===== src/rtl/spike_rate_encoder.sv =====
// Eight-channel rate-coded spike generator with window-synchronous rate reload.
// Define SPIKE_ENC_POISSON_EN for LFSR-based stochastic encoding instead of phase accumulators.
`timescale 1ns/1ps
module spike_rate_encoder #(
    parameter int WINDOW_LEN = 256
) (
    input  logic       clk,
    input  logic       rst_n,
    input  logic       ena,
    input  logic       in_valid,
    output logic       in_ready,
    input  logic [2:0] in_chan,
    input  logic [7:0] in_rate,
    input  logic       start,
    input  logic       stop,
    output logic [7:0] spike_out,
    output logic       window_done,
    output logic       busy
);
    localparam int CW = $clog2(WINDOW_LEN);
    localparam logic [CW-1:0] WIN_LAST = CW'(WINDOW_LEN - 1);

    typedef enum logic {S_IDLE = 1'b0, S_RUN = 1'b1} state_t;
    typedef logic [7:0] byte_arr_t [8];

    state_t          state_q, state_d;
    byte_arr_t       shadow_q, shadow_d;
    byte_arr_t       rate_q, rate_d;
    logic [CW-1:0]   win_cnt_q, win_cnt_d;
    logic [7:0]      spike_q, spike_d;
    logic            wdone_q, wdone_d;
    logic [7:0]      spk_w;
    logic            last_w;
    logic            wr_en;
`ifdef SPIKE_ENC_POISSON_EN
    logic [15:0]     lfsr_q, lfsr_d;
    logic [14:0]     lfsr_rot;
`else
    byte_arr_t       acc_q, acc_d;
    logic [8:0]      sum_w [8];
`endif

    assign last_w      = (win_cnt_q == WIN_LAST);
    assign in_ready    = (state_q == S_IDLE) || !last_w;
    assign wr_en       = ena && in_valid && in_ready;
    assign busy        = (state_q == S_RUN);
    assign spike_out   = spike_q;
    assign window_done = wdone_q;

`ifdef SPIKE_ENC_POISSON_EN
    // Doubled low byte lets each channel take its rotated threshold as a plain slice.
    assign lfsr_rot = {lfsr_q[7:0], lfsr_q[7:1]};
`endif

    genvar gi;
    generate
        for (gi = 0; gi < 8; gi++) begin : g_chan
`ifdef SPIKE_ENC_POISSON_EN
            assign spk_w[gi] = (rate_q[gi] > lfsr_rot[14-gi -: 8]);
`else
            assign sum_w[gi] = {1'b0, acc_q[gi]} + {1'b0, rate_q[gi]};
            assign spk_w[gi] = sum_w[gi][8];
`endif
        end
    endgenerate

    always_comb begin
        state_d   = state_q;
        shadow_d  = shadow_q;
        rate_d    = rate_q;
        win_cnt_d = win_cnt_q;
        spike_d   = spike_q;
        wdone_d   = wdone_q;
`ifdef SPIKE_ENC_POISSON_EN
        lfsr_d    = lfsr_q;
`else
        acc_d     = acc_q;
`endif
        if (ena) begin
            wdone_d = 1'b0;
            if (wr_en) begin
                shadow_d[in_chan] = in_rate;
            end
            case (state_q)
                S_IDLE: begin
                    if (start && !stop) begin
                        state_d   = S_RUN;
                        rate_d    = shadow_q;
                        win_cnt_d = '0;
`ifndef SPIKE_ENC_POISSON_EN
                        acc_d     = '{default: '0};
`endif
                    end
                end
                S_RUN: begin
                    if (stop) begin
                        state_d   = S_IDLE;
                        spike_d   = '0;
                        win_cnt_d = '0;
`ifndef SPIKE_ENC_POISSON_EN
                        acc_d     = '{default: '0};
`endif
                    end else begin
                        spike_d = spk_w;
`ifdef SPIKE_ENC_POISSON_EN
                        lfsr_d  = {1'b0, lfsr_q[15:1]} ^ (lfsr_q[0] ? 16'hB400 : 16'h0000);
`else
                        for (int i = 0; i < 8; i++) begin
                            acc_d[i] = sum_w[i][7:0];
                        end
`endif
                        // Boundary edge still accumulates with the old rates; new set applies next edge.
                        if (last_w) begin
                            win_cnt_d = '0;
                            wdone_d   = 1'b1;
                            rate_d    = shadow_q;
                        end else begin
                            win_cnt_d = win_cnt_q + 1'b1;
                        end
                    end
                end
                default: ;
            endcase
        end
    end

    always_ff @(posedge clk) begin
        if (!rst_n) begin
            state_q   <= S_IDLE;
            shadow_q  <= '{default: '0};
            rate_q    <= '{default: '0};
            win_cnt_q <= '0;
            spike_q   <= '0;
            wdone_q   <= 1'b0;
`ifdef SPIKE_ENC_POISSON_EN
            lfsr_q    <= 16'hACE1;
`else
            acc_q     <= '{default: '0};
`endif
        end else begin
            state_q   <= state_d;
            shadow_q  <= shadow_d;
            rate_q    <= rate_d;
            win_cnt_q <= win_cnt_d;
            spike_q   <= spike_d;
            wdone_q   <= wdone_d;
`ifdef SPIKE_ENC_POISSON_EN
            lfsr_q    <= lfsr_d;
`else
            acc_q     <= acc_d;
`endif
        end
    end
endmodule


===== config.mk =====
export PLATFORM = sky130hd
export DESIGN_NAME = spike_rate_encoder
export DESIGN_NICKNAME = d
export VERILOG_FILES = /design/src/rtl/spike_rate_encoder.sv
export SDC_FILE = /design/constraint.sdc
export NUM_CORES = 1
export LEC_CHECK = 0
export CORE_MARGIN = 2
export CORE_UTILIZATION = 45
export CTS_CLUSTER_SIZE = 12
export DETAILED_ROUTE_END_ITERATION = 8
export GPL_ROUTABILITY_DRIVEN = 1
export MAX_ROUTING_LAYER = met4
export PLACE_DENSITY_LB_ADDON = 0.2
export SLEW_MARGIN = 15
export SYNTH_ARGS = -nofsm -noshare
export SYNTH_HDL_FRONTEND = slang
export SYNTH_SLANG_ARGS = --single-unit

===== constraint.sdc =====
create_clock -name clk -period 1.8 [get_ports clk]
set_input_delay 0.36 -clock clk [delete_from_list [all_inputs] [get_ports clk]]
set_output_delay 0.36 -clock clk [all_outputs]
set_load 0.02 [all_outputs]

# Word level (Yosys, flattened, before mapping)
# Cells that the tools add are included.
dict set report word_totals {
  wordCells 77
  input_bits 17
  reg_bits 210
}
dict set report classes {
  order_cmp 2
  mux 21
  add_sub_neg 9
  eq_ne 4
  bitwise 2
  n_reduce_logical 11
}
# cell count
set op_table {}
lappend op_table {{2-to-1 mux 64 bit} 5}
lappend op_table {{one-hot mux 64 bit (2 select lines)} 2}
lappend op_table {{adder 8 x 8 -> 9 bit} 8}
lappend op_table {{bitwise mux 64 bit} 1}
lappend op_table {{2-to-1 mux 8 bit} 5}
lappend op_table {{demux 8 bit (select 3 bit)} 1}
lappend op_table {{one-hot mux 8 bit (2 select lines)} 1}
lappend op_table {{adder 8 x 1 -> 8 bit (second input constant)} 1}
lappend op_table {{equality test 8 bit (second input constant)} 1}
lappend op_table {{AND reduction 2 bit} 3}
lappend op_table {{2-to-1 mux 1 bit} 5}
lappend op_table {{>= comparator 4 bit (second input constant)} 1}
lappend op_table {{logical AND 1 bit} 4}
lappend op_table {{less-than comparator 4 x 1 -> 1 bit (second input constant)} 1}
lappend op_table {{inequality test 2 x 1 -> 1 bit (second input constant)} 2}
lappend op_table {{inverter 3 -> 4 bit} 1}
lappend op_table {{AND reduction 4 bit} 1}
lappend op_table {{zero test 1 bit} 2}
lappend op_table {{inequality test 2 bit (second input constant)} 1}
lappend op_table {{one-hot mux 1 bit (2 select lines)} 1}
lappend op_table {{logical OR 1 bit} 1}
lappend op_table {{inverter 1 bit} 1}

# Longest topological paths before layout
# Gate-level depths: netlist of run 1.
dict set report logic_depth {
  ltp_word 6
  ltp_mapped 9
  depth_no_buf 7
}

# Least setup slack after synthesis of run 1
# No wires, ideal clock.
dict set report synth_timing {
  path_type {register to register}
  from {reg win_cnt_q[0]}
  to {reg shadow_q[60] (netlist name)}
  setup_time_ns 0.072
  slack_ns -0.177
  stages_incl_launch_ff 8
  t_required_ns 1.728
  arrival_time_ns 1.905
  n_path_buf 0
  cell_sequence {dfxtp_1 > ha_1 > nand2_1 > or3_1 > nor2_1 > inv_2 > nand2_2 > mux2i_1}
}
dict set report synth_between {
  elab_chain_len 5
}
# element line_no
set synth_rtl {}
lappend synth_rtl {{from (decl)} 29} ;# logic [CW-1:0] win_cnt_q, win_cnt_d;
lappend synth_rtl {{from (signal assigned)} 144} ;# win_cnt_q <= win_cnt_d;
lappend synth_rtl {{equality test 8 bit} 43} ;# assign last_w = (win_cnt_q == WIN_LAST);
lappend synth_rtl {{zero test 1 bit} 44} ;# assign in_ready = (state_q == S_IDLE) || !last_w;
lappend synth_rtl {{logical OR 1 bit} 44}
lappend synth_rtl {{via in_ready} 11} ;# output logic in_ready,
lappend synth_rtl {{logical AND 1 bit} 45} ;# assign wr_en = ena && in_valid && in_ready;
lappend synth_rtl {{AND reduction 2 bit (no source line)} -}
lappend synth_rtl {{to (signal assigned)} 142} ;# shadow_q <= shadow_d;
lappend synth_rtl {{to (decl)} 27} ;# byte_arr_t shadow_q, shadow_d;
# The timed path passes the listed nets, and every way through them passes these cells.
# A chain may end at the register's enable or synchronous reset.

# Final worst setup path of run 1
dict set report layout_timing {
  from {reg win_cnt_q[1]}
  to {out in_ready}
}
dict set report layout_between {
  elab_chain_len 3
}
# element line_no
set layout_rtl {}
lappend layout_rtl {{equality test 8 bit} 43}
lappend layout_rtl {{zero test 1 bit} 44}
lappend layout_rtl {{logical OR 1 bit} 44}
lappend layout_rtl {{to (decl)} 11}
# No other way between the ends.

==> results of run 1 <==
==> sequential cells by signal, indices dropped and copies added, names as in the netlist <==
name,cells
acc_q,64
busy,1
rate_q,64
shadow_q,64
spike_out,8
win_cnt_q,8
window_done,1
==> per-stage QoR <==
step	TNS, ns	utilization
2_1_floorplan	0	-
3_3_place_gp	-45.18	0.517
3_5_place_dp	-48.62	0.517
4_1_cts	-11.86	0.598
5_1_grt	-17.43	0.611
6_report	-11.17	0.611
==> placed cells by master (no fill, tap or decap), types with 8 or more instances in the layout <==
cell,n
a21o_1,16
ha_1,53
buf_4,84
fa_2,8
dfxtp_2,15
nand3_1,10
dfxtp_1,194
clkbuf_16,25
a21oi_1,43
o21ai_0,33
nor4b_1,11
nand3_2,56
nor2_1,29
dlygate4sd2_1,9
clkdlybuf4s50_1,15
buf_8,9
o21ai_1,49
mux2i_1,78
buf_6,17
buf_12,24
a22oi_1,26
o21bai_1,8
xor2_1,17
xnor2_1,18
o21a_1,8
nand2_1,183
nor3b_1,27
nor3_1,26
a211oi_1,24
o21ai_2,19
nor2b_1,39
==> report_power, final <==
part           switching (uW)  total [uW]  leakage, uW  internal (uW)
Clock                    1930        5040     0.000412           3110
Sequential               18.9        4690      0.00170           4670
Combinational             428         765      0.00317            336
Total                    2380       10500      0.00529           8120
==> layer usage <==
| layer | share of wire | wire length (um) |
|---|---|---|
| met3 | 0.023 | 607 |
| met2 | 0.49 | 12700 |
| met1 | 0.47 | 12400 |
| met4 | 0.015 | 381 |
| met5 | 0 | 0 |
==> worst max-delay path by stage <==
stage                            start            to  slack, ns
after floorplan                   busy  win_cnt_q[7]       0.02
after global placement            stop    rate_q[49]      -0.35
after detailed placement          stop     rate_q[2]      -0.37
after CTS                 win_cnt_q[0]      in_ready      -0.31
after global routing      win_cnt_q[1]      in_ready      -0.33
final                     win_cnt_q[1]      in_ready      -0.29
==> area by class of cell <==
class | instances | area [um^2] | share of cell area
multi-input combinational | 879 | 6560 | 0.476
inverter | 3 | 11.3 | 0.000816
clock inverter | 7 | 85.1 | 0.00617
timing repair buffer | 164 | 1810 | 0.131
sequential | 210 | 4230 | 0.306
tap | 285 | 357 | 0.0258
clock buffer | 37 | 741 | 0.0537
==> critical path, delay by kind of cell (launching register included) <==
family	cells	cell delay [ns]
fa+ha+maj	1	0.14
buf+inv	2	0.20
flops	1	0.35
simple gates	3	0.54
==> timing repair <==
| item | in CTS | in global routing |
|---|---|---|
| resized for setup | 175 | 106 |
| endpoints found under the setup margin | 123 | 127 |
| buffers inserted | 26 | 16 |
| hold endpoints to repair | 0 | 0 |
| pin swaps | 33 | 44 |
| cloned | 13 | 0 |
==> logic make-up after synthesis <==
logic type	synth area share
AOI/OAI and AO/OA	0.161
xor gates and xnor gates	0.0297
adders and majority gates	0.0943
buffers and inverters	0.0293
DFF	0.407
muxes	0.0756
and+or+nand+nor	0.203
==> cell usage after synthesis (27+ instances only) <==
cell type / number / area, um^2
a211oi_1: 30 / 225
a21oi_1: 50 / 250
clkbuf_1: 46 / 173
dfxtp_1: 210 / 4200
ha_1: 65 / 813
mux2i_1: 78 / 781
nand2_1: 184 / 691
nand3_1: 67 / 335
nor2_1: 32 / 120
nor2b_1: 43 / 269
nor3_1: 27 / 135
nor3b_1: 27 / 203
o21ai_0: 87 / 435
==> flow_summary.json, run 1 <==
{
  "status": "finished with violations",
  "violations": "setup timing",
  "syn_area_um2": 10300,
  "synth_edf_count": 0,
  "gp_congestion": 0.805,
  "max_freq_ghz": 0.479,
  "drc": 0,
  "min_period_ns": 2.09,
  "met3_usage": 0.0240,
  "cts_sinks": 210,
  "tightest_slew_ns": 0.631,
  "slew_viol_final": 0,
  "critPathMaxStageDelay_ns": 0.37,
  "root_buffer": "clkbuf_16",
  "syn-num-nets": 1246,
  "hpwl_um": 15600,
  "dieArea_um2": 24200,
  "h-tree-depth": 1,
  "timing.rr.start": "win_cnt_q[2]",
  "grt-ovfl-total": 0,
  "worstPathRequired_ns": 1.44,
  "cp_max_fo": 2,
  "gr-usage-met2": 0.358,
  "arrival_ns": 1.73,
  "cts-hold-fix-buffers": 0,
  "ios": 28,
  "path_class": "flip-flop to primary output",
  "ys_types": 52,
  "power.density_nw_per_um2": 761,
  "io_buffer_count": 27,
  "die_w_um": 155,
  "final_cell_count_no_fill": 1585,
  "synth-seq-cells": 210,
  "grtUsageTotal": 0.218,
  "routed_wl_um": 26000,
  "fin_nets": 1372,
  "vias": 8653,
  "syn_avg_cell_area_um2": 8.93,
  "postPlaceCellArea_um2": 11700,
  "antenna_left": 0,
  "dieHeight_um": 155,
  "antenna_cells": 0,
  "clk_pin_slew_ns": 0.06,
  "syn_to_final_growth_pct": 33.6,
  "worst_slack_ns": -0.287,
  "seq_area_frac_synth": 0.407,
  "rsz0062_at_grt": "yes",
  "grt_max_degree": 136,
  "placementRows": 55,
  "r2r_slack_ns": -0.23,
  "design_area_um2": 13800,
  "top_usage_layer": "met2",
  "hold_ws_ns": 0.150,
  "setup_violations": 94,
  "numCtsBuffers": 24,
  "slowest_stage": "or3_4",
  "start_util": 0.458,
  "clock_latency_ns": 0.51,
  "core_um2": 22600,
  "ys.flop_type": "dfxtp_1",
  "path_cells": "ha_4 > nand2_2 > or3_4 > nor2_4 > inv_2 > buf_6",
  "drive_gt1_frac": 0.259,
  "drt_iter0_drc": 405,
  "met1_usage": 0.292,
  "grt_antenna_before_repair": 0,
  "post-route-period-util": 1.16,
  "synth_warnings": 0,
  "r2r_cells": 10,
  "peakVddDrop_uv": 675,
  "critPathCaptureType": "primary output",
  "fillCellCount": 1871,
  "clockBufferDepth": 3,
  "power_leakage_uw": 0.00529,
  "rr_endpoint": "rate_q[63]",
  "cts_tree": "yes",
  "via_per_inst": 5.46,
  "min_path_type": "input port to flip-flop",
  "min_delay_worst_endpoint": "win_cnt_q[1]",
  "whs_path_depth": 2,
  "grt_pass1_wl_um": 41900,
  "maxCapViolCount": 0,
  "grt_pass1_vias": 8326,
  "min_from": "rst_n",
  "syn_inst": 1156,
  "dp.cells": 1504,
  "fin_worst_skew_ns": 0.00804,
  "preCtsSetupSlack_ns": -0.373,
  "drt-wirelength-per-cell_um": 16.4,
  "slew_headroom": 0.579,
  "p_total_uw": 10500,
  "first_pass_iters": 5,
  "start_kind": "flip-flop",
  "final-hold-violation-count": 0,
  "synthArstFlopShare": 0
}
No activity file was read; power rests on OpenSTA's default activity.
==> run 2, diff against run 1 <==
--- a/config.mk
+++ b/config.mk
@@ -5,6 +5,7 @@
 export SDC_FILE = /design/constraint.sdc
 export NUM_CORES = 1
 export LEC_CHECK = 0
+export CORE_ASPECT_RATIO = 2
 export CORE_MARGIN = 2
 export CORE_UTILIZATION = 45
 export CTS_CLUSTER_SIZE = 12
@@ -12,6 +13,7 @@
 export GPL_ROUTABILITY_DRIVEN = 1
 export MAX_ROUTING_LAYER = met4
 export PLACE_DENSITY_LB_ADDON = 0.2
+export RECOVER_POWER = 50
 export SLEW_MARGIN = 15
 export SYNTH_ARGS = -nofsm -noshare
 export SYNTH_HDL_FRONTEND = slang
==> flow_summary.json, run 2 (synthesized netlist as in run 1, its figures left out) <==
{
  "numCtsBuffers": 21,
  "start_util": 0.456,
  "critPathCaptureType": "primary output",
  "min_delay_worst_endpoint": "busy",
  "die_w_um": 111,
  "cts_tree": "yes",
  "maxCapViolCount": 0,
  "clk_pin_slew_ns": 0.06,
  "critPathMaxStageDelay_ns": 0.40,
  "io_buffer_count": 27,
  "min_from": "rst_n",
  "placementRows": 78,
  "tightest_slew_ns": 0.743,
  "cts_sinks": 210,
  "ios": 28,
  "r2r_cells": 10,
  "pwr-share-seq": 0.499,
  "antenna_left": 0,
  "cts-hold-fix-buffers": 0,
  "drc": 0,
  "drive_gt1_frac": 0.228,
  "via_per_inst": 5.64,
  "worst_slack_ns": -0.296,
  "clockBufferDepth": 3,
  "multiInputGateArea_um2": 6440,
  "slew_headroom": 0.505,
  "grt_antenna_before_repair": 0,
  "status": "finished with violations",
  "dieHeight_um": 218,
  "fin_nets": 1374,
  "syn_to_final_growth_pct": 31.5,
  "layout_commonest_cell": "dfxtp_1",
  "first_pass_iters": 4,
  "gp_congestion": 0.777,
  "hpwl_um": 16700,
  "antenna_cells": 0,
  "min_period_ns": 2.10,
  "swShare": 0.236,
  "path_class": "flip-flop to primary output",
  "core_um2": 22600,
  "cp_max_fo": 2,
  "preCtsSetupSlack_ns": -0.377,
  "grt_pass1_vias": 8820,
  "setup_violations": 100,
  "power_leakage_uw": 0.00524,
  "grt-ovfl-total": 0,
  "timing.rr.start": "win_cnt_q[3]",
  "clkPwrFrac": 0.416,
  "root_buffer": "clkbuf_16",
  "violations": "setup timing",
  "arrival_ns": 1.74,
  "fin_worst_skew_ns": 0.00866,
  "clock_latency_ns": 0.50,
  "start_kind": "flip-flop",
  "p_comb_frac": 0.085,
  "final_core_util": 0.600,
  "post-route-period-util": 1.16,
  "final-hold-violation-count": 0,
  "rsz0062_at_grt": "yes",
  "whs_path_depth": 3,
  "vias": 8842,
  "p_switching_uw": 2220,
  "path_cells": "ha_4 > nand2_4 > or3_4 > nor2_4 > inv_2 > buf_6",
  "regArea_um2": 4230,
  "routed_wl_um": 26600,
  "h-tree-depth": 1,
  "min_path_type": "input port to flip-flop",
  "slew_viol_final": 0,
  "top_regs": "acc_q x64, rate_q x64, shadow_q x64",
  "r2r_slack_ns": -0.25,
  "slowest_stage": "or3_4",
  "power.density_nw_per_um2": 692,
  "grtUsageTotal": 0.223,
  "drt-wirelength-per-cell_um": 17.0,
  "layout_common_cells": "192 x dfxtp_1, 183 x nand2_1, 82 x buf_4",
  "grt_pass1_wl_um": 43500,
  "intPower_uw": 7190,
  "worstPathRequired_ns": 1.44,
  "rr_endpoint": "rate_q[22]",
  "peakVddDrop_uv": 542,
  "dieArea_um2": 24300,
  "drt_iter0_drc": 416,
  "max_freq_ghz": 0.477,
  "fillCellCount": 1968,
  "grt_max_degree": 88
}
[run 2: worst max path at each step]
| stage | from | to | slack [ns] |
|---|---|---|---|
| global route | win_cnt_q[0] | in_ready | -0.37 |
| CTS | win_cnt_q[0] | in_ready | -0.36 |
| detailed placement | stop | rate_q[58] | -0.38 |
| finish | win_cnt_q[1] | in_ready | -0.30 |
| global placement | stop | rate_q[52] | -0.34 |
| floorplan | busy | win_cnt_q[7] | 0.02 |
[run 2: metal layers]
metal,track usage,routed length (um),vias up,share of wire
met4,0.0654,785,0,0.029
li1,-,-,4408,-
met1,0.240,10500,4261,0.40
met2,0.431,14600,121,0.55
met5,-,0,-,0
met3,0.0205,690,52,0.026
[run 2: metrics by stage]
stage	instance area [um^2]	hold slack (ns)	cells	setup TNS (ns)	total power, uW
6_report	13600	0.139	1568	-16.79	9400
4_1_cts	13100	0.134	1562	-20.81	9440
5_1_grt	13600	0.160	1568	-29.28	9690
3_3_place_gp	11700	0.436	1498	-34.50	5320
2_1_floorplan	10400	0.429	1156	0	5070
3_5_place_dp	11700	0.444	1498	-39.73	5320
[run 2: critical path, delay by kind of cell (launching register included)]
family	cells	cell delay, ns
AND/OR/NAND/NOR	3	0.56
adder cells (fa/ha/maj)	1	0.15
flip-flops	1	0.35
buffers and inverters	2	0.17
[run 2: area by class of cell]
cell class                      count  area share
Clock inverter                      1    0.000645
Tap cell                          280      0.0258
Inverter                            3    0.000829
Multi-Input combinational cell    879       0.474
Clock buffer                       26      0.0408
Sequential cell                   210       0.312
Timing Repair Buffer              169       0.147
[run 2: power groups by stage]
stage	Sequential, uW	Combinational [uW]	Clock [uW]
2_1_floorplan	4790	277	0
3_3_place_gp	4790	524	0
3_5_place_dp	4790	529	0
6_report	4690	799	3920
5_1_grt	4690	844	4150
4_1_cts	4690	764	3990
[run 2: what timing repair did]
item	in CTS	in global routing
gates resized for setup	143	104
gates cloned	15	2
setup buffers	29	22
setup endpoints to repair	127	150
pin swaps	29	45
==> run 3, diff against run 2 <==
--- a/config.mk
+++ b/config.mk
@@ -7,7 +7,7 @@
 export LEC_CHECK = 0
 export CORE_ASPECT_RATIO = 2
 export CORE_MARGIN = 2
-export CORE_UTILIZATION = 45
+export CORE_UTILIZATION = 30
 export CTS_CLUSTER_SIZE = 12
 export DETAILED_ROUTE_END_ITERATION = 8
 export GPL_ROUTABILITY_DRIVEN = 1
==> flow_summary.json, run 3 (synthesized netlist as in run 1, its figures left out) <==
{
  "ios": 28,
  "peakVddDrop_uv": 576,
  "max_freq_ghz": 0.476,
  "setup_violations": 105,
  "grt_pass1_vias": 8853,
  "violations": "setup timing",
  "top_regs": "acc_q x64, rate_q x64, shadow_q x64",
  "arrival_ns": 1.74,
  "hpwl_um": 17900,
  "layout_commonest_cell": "dfxtp_1",
  "start_kind": "flip-flop",
  "numCtsBuffers": 22,
  "clk_pin_slew_ns": 0.06,
  "worstPathRequired_ns": 1.44,
  "routed_wl_um": 27900,
  "power.density_nw_per_um2": 699,
  "drc": 0,
  "vias": 8743,
  "placementRows": 96,
  "post-route-period-util": 1.17,
  "fin_worst_skew_ns": 0.0193,
  "dieHeight_um": 266,
  "slew_headroom": 0.497,
  "grt_max_degree": 85,
  "gp_congestion": 0.753,
  "grtUsageTotal": 0.161,
  "antenna_cells": 0,
  "clockBufferDepth": 3,
  "dieArea_um2": 36000,
  "start_util": 0.303,
  "r2r_slack_ns": -0.25,
  "grt-ovfl-total": 0,
  "clock_latency_ns": 0.52,
  "core_um2": 34100,
  "root_buffer": "clkbuf_16",
  "slew_viol_final": 0,
  "min_period_ns": 2.10,
  "first_pass_iters": 4,
  "drt_iter0_drc": 353,
  "critPathCaptureType": "primary output",
  "cts_tree": "yes",
  "die_w_um": 135,
  "antenna_left": 0,
  "fin_nets": 1370,
  "final-hold-violation-count": 0,
  "grt_pass1_wl_um": 45500,
  "drive_gt1_frac": 0.260,
  "cts-hold-fix-buffers": 0,
  "status": "finished with violations",
  "hold_ws_ns": 0.363,
  "worst_slack_ns": -0.300,
  "cp_max_fo": 2,
  "maxCapViolCount": 0,
  "h-tree-depth": 1,
  "min_path_type": "input port to flip-flop",
  "power_leakage_uw": 0.00519,
  "layout_common_cells": "195 x dfxtp_1, 183 x nand2_1, 91 x buf_4",
  "rsz0062_at_grt": "yes",
  "syn_to_final_growth_pct": 33.4,
  "drt-wirelength-per-cell_um": 16.2,
  "tightest_slew_ns": 0.754,
  "io_buffer_count": 27,
  "path_class": "flip-flop to primary output",
  "grt_antenna_before_repair": 0,
  "setup_tns_ns": -17.79,
  "via_per_inst": 5.06,
  "cts_sinks": 210
}
run 3: cell types whose count changed in the layout (fill, tap and decap cells not counted), moves of 3 or more:
cell | previous run | this run
buf_16 | 12 | 6
buf_12 | 25 | 22
buf_4 | 82 | 91
o21ai_2 | 21 | 32
nand3_2 | 19 | 47
o21ai_1 | 51 | 38
dfxtp_1 | 192 | 195
nand3_4 | 7 | 4
nand3_1 | 42 | 17
run 3: layout make-up:
type	count	area (um^2)
Fill cell	3457	20300
Inverter	3	11.3
Tap cell	441	552
Sequential cell	210	4230
Clock inverter	3	30.0
Clock buffer	27	589
Multi-Input combinational cell	879	6590
Timing Repair Buffer	164	1780
run 3: per-stage QoR:
stage	setup WS [ns]	power [uW]	instances	util	area (um^2)
after floorplan	0.0151	5070	1156	-	10400
after global placement	-0.353	5340	1669	0.350	11900
after detailed placement	-0.369	5340	1669	0.350	11900
after CTS	-0.396	9800	1726	0.396	13500
after global routing	-0.363	9950	1727	0.404	13800
final	-0.300	9630	1727	0.404	13800
run 3: worst paths after layout:
check / to / startpoint / cells after the start
max: in_ready / win_cnt_q[0] / 6
min reg2reg: rate_q[8] / shadow_q[8] / 2
max reg2reg: shadow_q[44] / win_cnt_q[0] / 10
min: busy / rst_n / 4
run 3: repair_timing:
action	CTS	global route
pin swaps	49	81
setup buffers	20	12
gates resized for setup	183	100
gates cloned	13	1
setup endpoints to repair	128	135
run 3: critical path, cell delays in order, from the launching register on:
cell	delay (ns)
dfxtp_2	0.36
ha_4	0.15
nand2_4	0.05
or3_4	0.39
nor2_4	0.11
inv_2	0.05
buf_6	0.12
run 3: metal layers:
layer  up-vias  share of wire  track usage
li1       4386              -            -
met1      4205           0.40        0.172
met2       108           0.55        0.310
met3        44          0.026       0.0139
met4         0          0.025       0.0484
met5         -              0            -
run 3: power breakdown:
group | internal, uW | total [uW] | switching, uW | leakage, uW
Sequential | 4670 | 4690 | 18.5 | 0.00170
Clock | 2300 | 4180 | 1890 | 0.000304
Combinational | 325 | 751 | 426 | 0.00318
Total | 7290 | 9630 | 2330 | 0.00519
